### config.mk
export PLATFORM = sky130hd
export DESIGN_NAME = hazard_unit
export DESIGN_NICKNAME = d
export VERILOG_FILES = /design/src/rtl/hazard_unit.sv
export SDC_FILE = /design/constraint.sdc
export NUM_CORES = 1
export LEC_CHECK = 0
export ABC_CLOCK_PERIOD_IN_PS = 2100
export CORE_MARGIN = 3
export CORE_UTILIZATION = 45
export CTS_CLUSTER_SIZE = 24
export DETAILED_ROUTE_END_ITERATION = 12
export PLACE_DENSITY_LB_ADDON = 0.2
export SKIP_CTS_REPAIR_TIMING = 1
export SLEW_MARGIN = 10
export SYNTH_ARGS = -nofsm -noshare
export SYNTH_HDL_FRONTEND = slang
export SYNTH_SLANG_ARGS = --single-unit
### constraint.sdc
create_clock -name clk -period 2.1 [get_ports clk]
set_input_delay 0.42 -clock clk [delete_from_list [all_inputs] [get_ports clk]]
set_output_delay 0.42 -clock clk [all_outputs]
set_load 0.01 [all_outputs]
### src/rtl/hazard_unit.sv
`default_nettype none
// +----------------------------------------------------------------------+
// | hazard_unit                                                          |
// | Pipeline forwarding, load-use/branch stall-flush control, long-      |
// | multiply Execute occupancy FSM and saturating stall/flush counters.  |
// | Revision: 1.0                                                        |
// +----------------------------------------------------------------------+
module hazard_unit #(
   parameter int MUL_CYCLES = 4
) (
   input  logic        clk,
   input  logic        reset,
   input  logic [3:0]  Ra1D,
   input  logic [3:0]  Ra2D,
   input  logic [3:0]  Ra1E,
   input  logic [3:0]  Ra2E,
   input  logic [3:0]  WA3E,
   input  logic [3:0]  WA3M,
   input  logic [3:0]  WA3W,
   input  logic [3:0]  WA2M,
   input  logic [3:0]  WA2W,
   input  logic        RegWriteM,
   input  logic        RegWriteW,
   input  logic        RegWrite2M,
   input  logic        RegWrite2W,
   input  logic        MemToRegE,
   input  logic        PCSrcD,
   input  logic        PCSrcE,
   input  logic        PCSrcM,
   input  logic        PCSrcW,
   input  logic        BranchTakenE,
   input  logic        MulStartE,
   input  logic        ClrCount,
   output logic [2:0]  ForwardAE,
   output logic [2:0]  ForwardBE,
   output logic        StallF,
   output logic        StallD,
   output logic        StallE,
   output logic        FlushD,
   output logic        FlushE,
   output logic        FlushM,
   output logic        MulBusy,
   output logic [15:0] StallCount,
   output logic [15:0] FlushCount
);

   localparam int c_CNT_W = ($clog2(MUL_CYCLES) + 1 > 4) ? $clog2(MUL_CYCLES) + 1 : 4;

   typedef enum logic [0:0] {
      IDLE = 1'b0,
      BUSY = 1'b1
   } state_t;

   state_t               r_state;
   state_t               w_nextState;
   logic [c_CNT_W-1:0]   r_cnt;
   logic [c_CNT_W-1:0]   w_nextCnt;
   logic                 w_hold;
   logic                 w_ldStall;
   logic                 w_pcPend;
   logic                 w_mulGo;
   logic [15:0]          r_stallCount;
   logic [15:0]          r_flushCount;

   // Newest producer wins; register 15 is the PC and is never forwarded.
   function automatic logic [2:0] fwdSel(
      input logic [3:0] ra,
      input logic       wM,  input logic [3:0] aM,
      input logic       w2M, input logic [3:0] a2M,
      input logic       wW,  input logic [3:0] aW,
      input logic       w2W, input logic [3:0] a2W
   );
      logic [2:0] sel;
      sel = 3'b000;
      if (ra != 4'hF) begin
         if (wM && aM == ra)        sel = 3'b010;
         else if (w2M && a2M == ra) sel = 3'b011;
         else if (wW && aW == ra)   sel = 3'b001;
         else if (w2W && a2W == ra) sel = 3'b100;
      end
      return sel;
   endfunction

   assign ForwardAE = fwdSel(Ra1E, RegWriteM, WA3M, RegWrite2M, WA2M,
                             RegWriteW, WA3W, RegWrite2W, WA2W);
   assign ForwardBE = fwdSel(Ra2E, RegWriteM, WA3M, RegWrite2M, WA2M,
                             RegWriteW, WA3W, RegWrite2W, WA2W);

   assign w_ldStall = MemToRegE && ((Ra1D == WA3E) || (Ra2D == WA3E));
   assign w_pcPend  = PCSrcD || PCSrcE || PCSrcM;
   assign w_mulGo   = MulStartE && !BranchTakenE && !PCSrcM && !PCSrcW;

   always_ff @(posedge clk or negedge reset) begin
      if (!reset) begin
         r_state <= IDLE;
         r_cnt   <= '0;
      end else begin
         r_state <= w_nextState;
         r_cnt   <= w_nextCnt;
      end
   end

   // Hold covers every occupancy cycle except the last, so the multiply
   // sits in Execute for exactly MUL_CYCLES cycles.
   always_comb begin
      w_nextState = r_state;
      w_nextCnt   = r_cnt;
      w_hold      = 1'b0;
      case (r_state)
         IDLE: begin
            if (w_mulGo) begin
               w_nextState = BUSY;
               w_nextCnt   = c_CNT_W'(MUL_CYCLES - 1);
               w_hold      = 1'b1;
            end
         end
         BUSY: begin
            w_nextCnt = r_cnt - 1'b1;
            if (r_cnt == c_CNT_W'(1)) w_nextState = IDLE;
            else                      w_hold      = 1'b1;
         end
         default: w_nextState = IDLE;
      endcase
      if (!reset) w_hold = 1'b0;
   end

   always_comb begin
      StallF = w_ldStall || w_pcPend;
      StallD = w_ldStall;
      StallE = 1'b0;
      FlushD = w_pcPend || PCSrcW || BranchTakenE;
      FlushE = w_ldStall || BranchTakenE;
      FlushM = 1'b0;
      if (w_hold) begin
         StallF = 1'b1;
         StallD = 1'b1;
         StallE = 1'b1;
         FlushD = 1'b0;
         FlushE = 1'b0;
         FlushM = 1'b1;
      end
   end

   assign MulBusy = (r_state == BUSY);

   always_ff @(posedge clk or negedge reset) begin
      if (!reset) begin
         r_stallCount <= '0;
         r_flushCount <= '0;
      end else if (ClrCount) begin
         r_stallCount <= '0;
         r_flushCount <= '0;
      end else begin
         if (StallD && r_stallCount != 16'hFFFF)
            r_stallCount <= r_stallCount + 16'd1;
         if ((FlushD || FlushE) && r_flushCount != 16'hFFFF)
            r_flushCount <= r_flushCount + 16'd1;
      end
   end

   assign StallCount = r_stallCount;
   assign FlushCount = r_flushCount;

endmodule
`default_nettype wire
==> run_results.csv <==
group,metric,value,unit
critical_path,cp_slowest_stage_delay,0.51,ns
yosys,ys_warn_count,0,
timing,worst_slack,-0.0790,ns
timing,final-max-slew-violation-count,0,
layout,layout_common_cells,"buf_4 (45), clkdlybuf4s50_1 (43), dfrtp_1 (37)",
pwr,p_comb_share,44.9,%
yosys,synth_cells,304,
drt,drt_iter0_drc,195,
layout,area_growth,65.0,%
floorplanning,die_h,82.4,um
critical_path,cp_max_fo,7,
critical_path,crit_type,"reg2reg",
yosys,synth_top_family_by_area,"simple AND/OR/NAND/NOR gates",
drt,vias,2902,
clock_tree,htreeDepth,2,
floorplanning,dieWidth,82.4,um
clock_tree,cts_tree,"built",
timing,whs,0.218,ns
yosys,synth_nets,358,
clock_tree,worstSkewPairLatency,0.28,ns
global_routing,track_usage,22.9,%
critical_path,end_kind,"flip-flop",
yosys,synth-seq-cells,37,
global_routing,grt_overflow,0,
run_status,outcome,"finished with violations",
floorplanning,die_area,6780,um2
layout,layout.area.seq,926,um2
timing,fin_setup_tns,-0.256,ns
placement,gp_congestion,0.861,
yosys,synth_ff_type,"dfrtp_1",
yosys,synthAdderAreaFrac,1.91,%
timing,rsz0062_at_grt,"true",
global_routing,grtUsageMet2,38.5,%
floorplanning,core,5570,um2
drt,routed_wl,8.66,mm
yosys,yosysSeqAreaShare,35.3,%
clock_tree,path_clk_slew,0.08,ns
yosys,synthArstFlopShare,100,%
placement,hpwl,5.73,mm
worst_hold_path,hp-class,"in2async",
critical_path,crit_arrival,2.40,ns
pwr,vdd_drop_max,447,uV
run_status,violations,"negative setup slack",
timing,timing.final.crit_share,104,%
drt,post_drt_wl_per_cell,16.9,um
global_routing,met1_usage,29.7,%
drt,ant_nets,0,
yosys,ys_types,51,
placement,place.port_buffers,94,
timing,hold_violations,0,
global_routing,grt_pass1_vias,2582,
critical_path,startpoint_type,"flip-flop",
pwr,powerDensity,608,nW/um2
layout,final_common_cell,"buf_4",
yosys,synth_edf_count,0,
layout,nNetsFinal,492,
pwr,switchingPower,0.920,mW
drt,route.detailed.drc,0,
timing,max_freq,459,MHz
global_routing,grt_start_max_net_pins,38,
global_routing,top_usage_layer,"met2",
floorplanning,core.rowCount,27,
timing,tightest_slew,0.496,ns
layout,multiInputGateArea,1790,um2
pwr,internal_power,1.71,mW
pwr,swShare,35.0,%
yosys,postSynthAreaPerCell,8.63,um2
layout,drive_gt1_share,29.5,%
timing,setup_viol,7,
clock_tree,clockRootBuffer,"clkbuf_8",
drt,drtPass1Iterations,5,
global_routing,use_met3,4.45,%
placement,dp.cells,496,
global_routing,antenna_found_initial,1,
floorplanning,start_util,47.1,%
pwr,seqPwrFrac,32.5,%
run,maxCapViolCount,0,
drt,viasPerCell,5.68,
timing,relSlewSlack,67.0,%
yosys,synth_xor_area_share,16.7,%
pwr,clockPowerShare,22.6,%
layout,fillers,385,
clock_tree,clock_path_buffers,2,
pwr,finalPower,2.63,mW
timing,finClkSkew,0.00845,ns
placement,place_ws,-0.807,ns
critical_path,required,2.32,ns
yosys,synth_simple_gate_area_share,22.8,%
critical_path,slowest_stage,"or4_4",
yosys,syn_area,2620,um2
timing,finalCriticalPeriod,2.18,ns
yosys,synth_compound_area_share,16.7,%
clock_tree,clock_sinks,37,
floorplanning,ios,95,
pwr,p_leak,1.98,nW
critical_path,cp_cell_sequence,"inv_2 > ha_4 > a32oi_2 > nand2_2 > inv_4 > a211o_4 > buf_12 > or4_4 > a21oi_2",
global_routing,grt_first_pass_wirelength,12.1,mm
yosys,synth.area.mux_share,1.19,%
clock_tree,cts_buffers,5,
layout,instances_no_fill,511,
[flip-flops by register name, indices dropped and copies added (netlist names)]
signal,count
FlushCount,16
MulBusy,1
StallCount,16
r_cnt,4
[stage by stage]
stage               cell area (um2)  util (%)
floorplan                      2640         -
global placement               3920      70.4
detailed placement             3920      70.4
CTS                            4030      72.3
global route                   4330      77.7
finish                         4330      77.7
[metal layers]
layer  routed length [um]  part of all wire [%]
met5                    0                     0
met4                  163                   1.9
met2                 4320                    50
met1                 3500                    40
met3                  680                   7.9
[area by class of cell]
class / instances / area share, %
well taps: 72 / 2.08
flip-flops and latches: 37 / 21.4
diodes: 1 / 0.0578
repair buffers: 146 / 31.2
multi-input cells: 232 / 41.4
inverters: 16 / 1.44
clock buffers: 5 / 1.59
clock inverters: 2 / 0.809
[Yosys cell counts (3+ instances only)]
library cell | number | share of area [%]
nor2b_1 | 4 | 0.95
o31ai_1 | 7 | 2.0
buf_2 | 3 | 0.57
nor3_1 | 6 | 1.1
nor2_1 | 27 | 3.9
xor2_1 | 31 | 10
or3_1 | 6 | 1.4
or4_1 | 7 | 2.0
a211oi_1 | 10 | 2.9
nor4_1 | 8 | 1.9
o21ai_0 | 7 | 1.3
a21oi_1 | 19 | 3.6
nand3_1 | 17 | 3.2
and3_1 | 3 | 0.72
clkbuf_1 | 13 | 1.9
dfrtp_1 | 37 | 35
xnor2_1 | 19 | 6.3
ha_1 | 4 | 1.9
nand4_1 | 6 | 1.4
inv_1 | 15 | 2.1
nand2_1 | 17 | 2.4
a41oi_1 | 4 | 1.3
[worst max-delay path, delay by kind of cell, from the launching register on]
kind	cells	cell delay [ns]
AOI/OAI and AO/OA	3	0.56
adders and majority gates	1	0.13
buffers and inverters	3	0.34
DFF	1	0.43
and+or+nand+nor	2	0.66
[kinds of logic after synthesis]
group	Yosys count
AOI/OAI and AO/OA	63
xor gates and xnor gates	50
adders and majority gates	4
buffers and inverters	35
DFF	37
muxes	3
and+or+nand+nor	112
[power by group through the flow]
stage          Sequential (mW)  Clock, mW  Combinational (mW)
3_3_place_gp             0.847          0               0.960
3_5_place_dp             0.852          0               0.986
2_1_floorplan            0.892          0               0.456
6_report                 0.856      0.593                1.18
4_1_cts                  0.840      0.610               0.993
5_1_grt                  0.862      0.648                1.26
[path summary, 6_finish.rpt]
check / from / end / slack [ns] / cells after the start
setup / recovery: r_cnt[1] / FlushCount[7] / -0.08 / 9
hold / removal: reset / FlushCount[6] / 0.22 / 2
setup reg to reg: r_cnt[1] / FlushCount[7] / -0.08 / 9
hold reg to reg: r_cnt[3] / r_cnt[3] / 0.51 / 2
max in group asynchronous: reset / StallCount[15] / 1.52 / 2
min in group clk: PCSrcW / MulBusy / 0.44 / 3
No activity file was read; power rests on OpenSTA's default activity.
